### config.mk
export PLATFORM = sky130hd
export DESIGN_NAME = id_ex_operand_stage_flat
export DESIGN_NICKNAME = d
export VERILOG_FILES = /design/src/rtl/pa_pipe_pkg.sv /design/src/rtl/id_ex_operand_stage_if.sv /design/src/rtl/operand_forward_mux.sv /design/src/rtl/id_ex_operand_stage.sv /design/src/flat_wrapper.sv
export SDC_FILE = /design/constraint.sdc
export NUM_CORES = 1
export LEC_CHECK = 0
export CAP_MARGIN = 15
export CORE_MARGIN = 5
export CORE_UTILIZATION = 41
export CTS_CLUSTER_SIZE = 40
export DETAILED_ROUTE_END_ITERATION = 12
export PLACE_DENSITY = 0.91
export REMOVE_ABC_BUFFERS = 1
export SYNTH_ARGS = -nofsm -noshare
export SYNTH_HDL_FRONTEND = slang
export SYNTH_SLANG_ARGS = --single-unit
### constraint.sdc
create_clock -name clk -period 2.47 [get_ports clk]
set_input_delay 0.494 -clock clk [delete_from_list [all_inputs] [get_ports clk]]
set_output_delay 0.494 -clock clk [all_outputs]
set_load 0.005 [all_outputs]
### src/rtl/pa_pipe_pkg.sv
`default_nettype none
// ============================================================================
// Module   : pa_pipe_pkg
// Purpose  : Shared pipeline constants for the ID/EX operand stage:
//            forward-select codes, datapath/address width defaults and
//            the bubble values loaded into the EX registers.
// Revision : 1.0  initial release
// ============================================================================
package pa_pipe_pkg;

  localparam int DW_DEFAULT = 32;
  localparam int AW_DEFAULT = 5;

  // Forward-select codes, also visible on the debug outputs.
  typedef enum logic [1:0] {
    FWD_RF  = 2'd0,
    FWD_EX  = 2'd1,
    FWD_MEM = 2'd2,
    FWD_WB  = 2'd3
  } fwd_sel_e;

  // A bubble is a no-op: no write, not a load, r0 destination, zero operands.
  localparam logic                  BUBBLE_LE   = 1'b0;
  localparam logic                  BUBBLE_LOAD = 1'b0;
  localparam logic [AW_DEFAULT-1:0] BUBBLE_RD   = '0;
  localparam logic [DW_DEFAULT-1:0] BUBBLE_DATA = '0;

endpackage
`default_nettype wire

### src/rtl/id_ex_operand_stage_if.sv
`default_nettype none
// ============================================================================
// Module   : id_ex_operand_stage_if
// Purpose  : Bundle of ID-side, producer-side and EX-side signals for the
//            ID/EX operand stage.
// Ports    : master - drives register file data, ID controls, flush and
//                     producer results; observes the EX registers.
//            slave  - the operand stage itself.
// Revision : 1.0  initial release
// ============================================================================
interface id_ex_operand_stage_if #(
  parameter int DW = pa_pipe_pkg::DW_DEFAULT,
  parameter int AW = pa_pipe_pkg::AW_DEFAULT
);
  // ID stage
  logic [DW-1:0] pa;
  logic [DW-1:0] pb;
  logic [AW-1:0] ra;
  logic [AW-1:0] rb;
  logic [AW-1:0] rd_id;
  logic          rf_le_id;
  logic          load_id;
  logic          use_a_id;
  logic          use_b_id;
  logic          flush;
  // Producers
  logic [DW-1:0] ex_result;
  logic [DW-1:0] mem_result;
  logic [DW-1:0] wb_data;
  logic [AW-1:0] mem_rd;
  logic [AW-1:0] wb_rd;
  logic          mem_le;
  logic          wb_le;
  // EX stage and debug
  logic [DW-1:0] a_ex;
  logic [DW-1:0] b_ex;
  logic [AW-1:0] rd_ex;
  logic          rf_le_ex;
  logic          load_ex;
  logic [1:0]    fwd_a;
  logic [1:0]    fwd_b;
  logic          stall;

  modport master (
    output pa, pb, ra, rb, rd_id, rf_le_id, load_id, use_a_id, use_b_id, flush,
    output ex_result, mem_result, wb_data, mem_rd, wb_rd, mem_le, wb_le,
    input  a_ex, b_ex, rd_ex, rf_le_ex, load_ex, fwd_a, fwd_b, stall
  );

  modport slave (
    input  pa, pb, ra, rb, rd_id, rf_le_id, load_id, use_a_id, use_b_id, flush,
    input  ex_result, mem_result, wb_data, mem_rd, wb_rd, mem_le, wb_le,
    output a_ex, b_ex, rd_ex, rf_le_ex, load_ex, fwd_a, fwd_b, stall
  );
endinterface
`default_nettype wire

### src/rtl/operand_forward_mux.sv
`default_nettype none
// ============================================================================
// Module   : operand_forward_mux
// Purpose  : Priority compare of one source address against the EX, MEM and
//            WB destinations, then a 4:1 operand select with an r0 override.
// Ports    : src               - source register address
//            rf_data           - register file read data for src
//            ex_*/mem_*/wb_*   - producer enable, destination and data
//            fwd_sel           - selected source (RF/EX/MEM/WB)
//            operand           - forwarded operand
// Revision : 1.0  initial release
// ============================================================================
module operand_forward_mux
  import pa_pipe_pkg::*;
#(
  parameter int DW = DW_DEFAULT,
  parameter int AW = AW_DEFAULT
) (
  input  logic [AW-1:0] src,
  input  logic [DW-1:0] rf_data,
  input  logic          ex_le,
  input  logic [AW-1:0] ex_rd,
  input  logic [DW-1:0] ex_data,
  input  logic          mem_le,
  input  logic [AW-1:0] mem_rd,
  input  logic [DW-1:0] mem_data,
  input  logic          wb_le,
  input  logic [AW-1:0] wb_rd,
  input  logic [DW-1:0] wb_data,
  output logic [1:0]    fwd_sel,
  output logic [DW-1:0] operand
);

  logic w_src_zero;
  assign w_src_zero = (src == '0);

  always_comb begin
    fwd_sel = FWD_RF;
    // r0 is hard-wired to zero, so no producer can ever supply it.
    if (!w_src_zero) begin
      if (ex_le && (ex_rd == src)) begin
        fwd_sel = FWD_EX;
      end else if (mem_le && (mem_rd == src)) begin
        fwd_sel = FWD_MEM;
      end else if (wb_le && (wb_rd == src)) begin
        fwd_sel = FWD_WB;
      end
    end
  end

  always_comb begin
    operand = '0;
    case (fwd_sel)
      FWD_EX:  operand = ex_data;
      FWD_MEM: operand = mem_data;
      FWD_WB:  operand = wb_data;
      default: operand = w_src_zero ? '0 : rf_data;
    endcase
  end

endmodule
`default_nettype wire

### src/rtl/id_ex_operand_stage.sv
`default_nettype none
// ============================================================================
// Module   : id_ex_operand_stage
// Purpose  : ID/EX operand stage. Forwards operands from EX/MEM/WB, detects
//            load-use hazards (stall + bubble), squashes on flush and
//            registers operands and destination control into EX.
// Ports    : clk   - rising-edge clock
//            rst_n - asynchronous active-low reset (bubble state)
//            bus   - ID inputs, producer results, EX registers, debug selects
// Revision : 1.0  initial release
// ============================================================================
module id_ex_operand_stage
  import pa_pipe_pkg::*;
#(
  parameter int DW = DW_DEFAULT,
  parameter int AW = AW_DEFAULT
) (
  input  logic                  clk,
  input  logic                  rst_n,
  id_ex_operand_stage_if.slave  bus
);

  logic [DW-1:0] r_a_ex;
  logic [DW-1:0] r_b_ex;
  logic [AW-1:0] r_rd_ex;
  logic          r_rf_le_ex;
  logic          r_load_ex;

  logic [DW-1:0] w_a_fwd;
  logic [DW-1:0] w_b_fwd;
  logic [1:0]    w_fwd_a;
  logic [1:0]    w_fwd_b;
  logic          w_ex_fwd_le;
  logic          w_stall;

  // A load in EX has no data yet; it may only be picked up from MEM.
  assign w_ex_fwd_le = r_rf_le_ex && !r_load_ex;

  operand_forward_mux #(.DW(DW), .AW(AW)) u_fwd_a (
    .src      (bus.ra),
    .rf_data  (bus.pa),
    .ex_le    (w_ex_fwd_le),
    .ex_rd    (r_rd_ex),
    .ex_data  (bus.ex_result),
    .mem_le   (bus.mem_le),
    .mem_rd   (bus.mem_rd),
    .mem_data (bus.mem_result),
    .wb_le    (bus.wb_le),
    .wb_rd    (bus.wb_rd),
    .wb_data  (bus.wb_data),
    .fwd_sel  (w_fwd_a),
    .operand  (w_a_fwd)
  );

  operand_forward_mux #(.DW(DW), .AW(AW)) u_fwd_b (
    .src      (bus.rb),
    .rf_data  (bus.pb),
    .ex_le    (w_ex_fwd_le),
    .ex_rd    (r_rd_ex),
    .ex_data  (bus.ex_result),
    .mem_le   (bus.mem_le),
    .mem_rd   (bus.mem_rd),
    .mem_data (bus.mem_result),
    .wb_le    (bus.wb_le),
    .wb_rd    (bus.wb_rd),
    .wb_data  (bus.wb_data),
    .fwd_sel  (w_fwd_b),
    .operand  (w_b_fwd)
  );

  // Load-use hazard. A flushed ID instruction is discarded anyway, so holding
  // the front end for it would only waste a cycle.
  assign w_stall = !bus.flush && r_load_ex && r_rf_le_ex && (r_rd_ex != '0) &&
                   ((bus.use_a_id && (r_rd_ex == bus.ra)) ||
                    (bus.use_b_id && (r_rd_ex == bus.rb)));

  always_ff @(posedge clk or negedge rst_n) begin
    if (!rst_n) begin
      r_a_ex     <= BUBBLE_DATA;
      r_b_ex     <= BUBBLE_DATA;
      r_rd_ex    <= BUBBLE_RD;
      r_rf_le_ex <= BUBBLE_LE;
      r_load_ex  <= BUBBLE_LOAD;
    end else if (bus.flush || w_stall) begin
      r_a_ex     <= BUBBLE_DATA;
      r_b_ex     <= BUBBLE_DATA;
      r_rd_ex    <= BUBBLE_RD;
      r_rf_le_ex <= BUBBLE_LE;
      r_load_ex  <= BUBBLE_LOAD;
    end else begin
      r_a_ex     <= w_a_fwd;
      r_b_ex     <= w_b_fwd;
      r_rd_ex    <= bus.rd_id;
      r_rf_le_ex <= bus.rf_le_id;
      r_load_ex  <= bus.load_id;
    end
  end

  assign bus.a_ex     = r_a_ex;
  assign bus.b_ex     = r_b_ex;
  assign bus.rd_ex    = r_rd_ex;
  assign bus.rf_le_ex = r_rf_le_ex;
  assign bus.load_ex  = r_load_ex;
  assign bus.fwd_a    = w_fwd_a;
  assign bus.fwd_b    = w_fwd_b;
  assign bus.stall    = w_stall;

endmodule
`default_nettype wire

### src/flat_wrapper.sv
// flat-port wrapper written by rule: the top's interface ports become plain ports
module id_ex_operand_stage_flat import pa_pipe_pkg::*;
#(
  parameter int DW = DW_DEFAULT,
  parameter int AW = AW_DEFAULT
)
  (clk, rst_n, bus_pa, bus_pb, bus_ra, bus_rb, bus_rd_id, bus_rf_le_id, bus_load_id, bus_use_a_id, bus_use_b_id, bus_flush, bus_ex_result, bus_mem_result, bus_wb_data, bus_mem_rd, bus_wb_rd, bus_mem_le, bus_wb_le, bus_a_ex, bus_b_ex, bus_rd_ex, bus_rf_le_ex, bus_load_ex, bus_fwd_a, bus_fwd_b, bus_stall);
  id_ex_operand_stage_if #(.DW(DW), .AW(AW)) bus_i ();
  input  logic clk;
  input  logic rst_n;
  input wire logic [$bits(bus_i.pa)-1:0] bus_pa;
  input wire logic [$bits(bus_i.pb)-1:0] bus_pb;
  input wire logic [$bits(bus_i.ra)-1:0] bus_ra;
  input wire logic [$bits(bus_i.rb)-1:0] bus_rb;
  input wire logic [$bits(bus_i.rd_id)-1:0] bus_rd_id;
  input wire logic [$bits(bus_i.rf_le_id)-1:0] bus_rf_le_id;
  input wire logic [$bits(bus_i.load_id)-1:0] bus_load_id;
  input wire logic [$bits(bus_i.use_a_id)-1:0] bus_use_a_id;
  input wire logic [$bits(bus_i.use_b_id)-1:0] bus_use_b_id;
  input wire logic [$bits(bus_i.flush)-1:0] bus_flush;
  input wire logic [$bits(bus_i.ex_result)-1:0] bus_ex_result;
  input wire logic [$bits(bus_i.mem_result)-1:0] bus_mem_result;
  input wire logic [$bits(bus_i.wb_data)-1:0] bus_wb_data;
  input wire logic [$bits(bus_i.mem_rd)-1:0] bus_mem_rd;
  input wire logic [$bits(bus_i.wb_rd)-1:0] bus_wb_rd;
  input wire logic [$bits(bus_i.mem_le)-1:0] bus_mem_le;
  input wire logic [$bits(bus_i.wb_le)-1:0] bus_wb_le;
  output wire logic [$bits(bus_i.a_ex)-1:0] bus_a_ex;
  output wire logic [$bits(bus_i.b_ex)-1:0] bus_b_ex;
  output wire logic [$bits(bus_i.rd_ex)-1:0] bus_rd_ex;
  output wire logic [$bits(bus_i.rf_le_ex)-1:0] bus_rf_le_ex;
  output wire logic [$bits(bus_i.load_ex)-1:0] bus_load_ex;
  output wire logic [$bits(bus_i.fwd_a)-1:0] bus_fwd_a;
  output wire logic [$bits(bus_i.fwd_b)-1:0] bus_fwd_b;
  output wire logic [$bits(bus_i.stall)-1:0] bus_stall;
  assign bus_i.pa = bus_pa;
  assign bus_i.pb = bus_pb;
  assign bus_i.ra = bus_ra;
  assign bus_i.rb = bus_rb;
  assign bus_i.rd_id = bus_rd_id;
  assign bus_i.rf_le_id = bus_rf_le_id;
  assign bus_i.load_id = bus_load_id;
  assign bus_i.use_a_id = bus_use_a_id;
  assign bus_i.use_b_id = bus_use_b_id;
  assign bus_i.flush = bus_flush;
  assign bus_i.ex_result = bus_ex_result;
  assign bus_i.mem_result = bus_mem_result;
  assign bus_i.wb_data = bus_wb_data;
  assign bus_i.mem_rd = bus_mem_rd;
  assign bus_i.wb_rd = bus_wb_rd;
  assign bus_i.mem_le = bus_mem_le;
  assign bus_i.wb_le = bus_wb_le;
  assign bus_a_ex = bus_i.a_ex;
  assign bus_b_ex = bus_i.b_ex;
  assign bus_rd_ex = bus_i.rd_ex;
  assign bus_rf_le_ex = bus_i.rf_le_ex;
  assign bus_load_ex = bus_i.load_ex;
  assign bus_fwd_a = bus_i.fwd_a;
  assign bus_fwd_b = bus_i.fwd_b;
  assign bus_stall = bus_i.stall;
  id_ex_operand_stage #(.DW(DW), .AW(AW)) u_core (.clk(clk), .rst_n(rst_n), .bus(bus_i));
endmodule
==> metrics.txt <==
fin crit period=2.46 ns; DIE AREA=0.0152 mm2; PD cells=415 mW/mm2; CP Class=in2reg; die height=123 um; most common cell in the netlist=nor3_1; CP top delay family=buffers and inverters; CTS tree=built; gpl congestion=0.867; Worst-Skew Late Latency=0.34 ns; Hold WS=0.296 ns; reg-to-reg slack, setup=0.03 ns; critical path's largest stage delay=0.34 ns; top cells by area, synth=dfrtp_1 (34%), a2111oi_2 (8.0%), nor3_1 (6.9%); crit path DAT=2.71 ns; Yosys top cell by area=dfrtp_1; final setup TNS=0 ns; first-pass GRT wire length=34300 um; instance count on the critical path=12; synth warn=0; synth-to-layout area growth=69.2%; slowest cell on the critical path=or2_2; worst path required time=2.72 ns; Hold Path Class=in2async; unrepaired setup endpoints after global routing=yes; CP Buf/Inv Count=6; number of vias per cell=5.86; Leak=0.00344 uW; drt total wl=23500 um; Fin. Hold Viols=0; vias=6362; total gr overflow=0; kind of end point of the critical path=flop; Clock Sinks=71; max_cap viols=0; fmax=0.406 GHz; Rel. slew slack=39.3%; final setup fails=0; final core utilization=70.6%; synth unique cells=41; R2R cell count=10; CP cell instances=dlygate4sd2_1, buf_6, xnor2_2, buf_4, nand3_1, o22ai_2, buf_4, buf_4, a41o_2, or2_2, buf_12, nor3_2; Top cell by count, worst path=buf_4; peak supply drop=409 uV; Seq/Total Area, Yosys=33.9%; H-tree depth=3; top cell type's share of synthesized area=33.9%; total CTS buffers=9; Avg Inst Size Synth=8.51 um2; DP Area=0.00839 mm2; FFs w/ async S/R, synth=100%; DRC=0; largest net degree at the start of global routing=72; Slew @ Worst Pin=0.911 ns; Mapped Cells=616; Initial Utilization=41.7%; DR iter-0 viols=630; Synth top cells by count=nor3_1 (72), dfrtp_1 (71), a21oi_1 (63); IO Pins=270; CORE AREA=0.0126 mm2; port bufs=269; Final ANT Viol Nets=0; crit path max fanout=24; DP HPWL=16500 um; Synth Flop Type=dfrtp_1; period utilization=99.7%; final instance area=0.00887 mm2; drt first pass iters=5; Clock Tree Root=clkbuf_16; max-slew violations=0; Startpoint Class=input port; Mapped Area=0.00525 mm2; # rows=41; DR WL/cell=21.7 um; post-synthesis register bit count=71; clk_skew=0.00821 ns; Crit Reg-Reg Endpoint=u_core.bus.a_ex[18]$_DFF_PN0_; layout cells sized above 1=21.0%; status=finished clean; die width=123 um; Worst-path clk slew=0.06 ns; vias in the first global route=6470; RR Startpoint=u_core.bus.rd_ex[4]$_DFF_PN0_; Max Root-Sink Buffers=2; aggregate global-route resource usage=29.6%; Overall Power=3680 uW; crit path capture=u_core.bus.a_ex[18]$_DFF_PN0_; number of synthesized flops with an enable pin=0; crit path launch=bus_ra[1]; diode count=0; Post-layout nets=1103; antenna violations before repair=0
==> cell families after synthesis <==
group                     synth area share [%]
DFF                                       33.9
xor gates and xnor gates                  5.01
buffers and inverters                     7.06
and+or+nand+nor                           27.6
AOI/OAI and AO/OA                         26.4
==> sequential cells by signal, indices dropped and copies added, names as in the netlist <==
name and cells:
u_core.bus.load_ex 1, u_core.bus.a_ex 32, u_core.bus.rd_ex 5, u_core.bus.b_ex 32, u_core.bus.rf_le_ex 1
==> per-stage QoR <==
step / setup WS (ns) / instances
floorplan: -3.42 / 550
global placement: -0.723 / 1059
detailed placement: -0.744 / 1059
CTS: 0.000609 / 1085
global route: -0.0433 / 1086
finish: 0.00771 / 1086
==> power by group <==
group          switching [uW]  internal [uW]  total (uW)
Sequential               31.5           1240        1270
Clock                     544            805        1350
Combinational             455            606        1060
Total                    1030           2650        3680
==> cell usage in the layout (no fill, tap or decap), types with 3 or more instances in the layout <==
| master | n |
|---|---|
| clkdlybuf4s50_1 | 244 |
| buf_4 | 73 |
| dfrtp_1 | 69 |
| nor3_1 | 68 |
| a21oi_1 | 62 |
| o21ai_0 | 60 |
| nor2_1 | 47 |
| nor3_2 | 33 |
| a22oi_1 | 31 |
| and2_1 | 30 |
| a2111oi_2 | 30 |
| nor3b_1 | 29 |
| xnor2_1 | 13 |
| xor2_1 | 12 |
| inv_1 | 10 |
| dlygate4sd2_1 | 10 |
| clkbuf_16 | 9 |
| nand2_1 | 8 |
| nand3_1 | 6 |
| buf_6 | 5 |
| xnor2_2 | 4 |
| clkbuf_2 | 4 |
| nand3b_1 | 3 |
| a211o_1 | 3 |
| clkinv_2 | 3 |
| clkdlybuf4s15_1 | 3 |
| clkdlybuf4s15_2 | 3 |
| buf_2 | 3 |
| buf_12 | 3 |
==> cell type report <==
cell class | instances | area [um2]
fill | 898 | 3700
sequential | 71 | 1780
inverter | 10 | 37.5
multi-input combinational | 469 | 3250
clock buffer | 10 | 239
tap | 172 | 215
clock inverter | 6 | 60.1
timing repair buffer | 348 | 3290
==> layer usage <==
layer  track usage [%]  up-vias  share of wire [%]
li1                  -     2838                  -
met1              32.8     2989                 35
met2              52.3      441                 49
met3              8.37       94                 11
met4              13.4        0                4.4
met5                 0        -                  0
==> timing repair <==
action,4_1_cts,5_1_grt
pin swaps,14,12
hold endpoints to repair,0,0
setup buffers,11,2
resized for setup,58,26
endpoints found under the setup margin,43,49
hold buffers,0,0
==> worst min path at each step <==
stage               startpoint                       endpoint  slack, ns  cells after the start
floorplan                rst_n   u_core.bus.a_ex[0]$_DFF_PN0_       0.20                      0
global placement         rst_n  u_core.bus.a_ex[10]$_DFF_PN0_       0.67                      1
detailed placement       rst_n   u_core.bus.a_ex[0]$_DFF_PN0_       0.68                      1
CTS                      rst_n   u_core.bus.a_ex[0]$_DFF_PN0_       0.32                      1
global route             rst_n   u_core.bus.a_ex[0]$_DFF_PN0_       0.38                      1
finish                   rst_n   u_core.bus.a_ex[0]$_DFF_PN0_       0.30                      1
No activity file was read; power rests on OpenSTA's default activity.
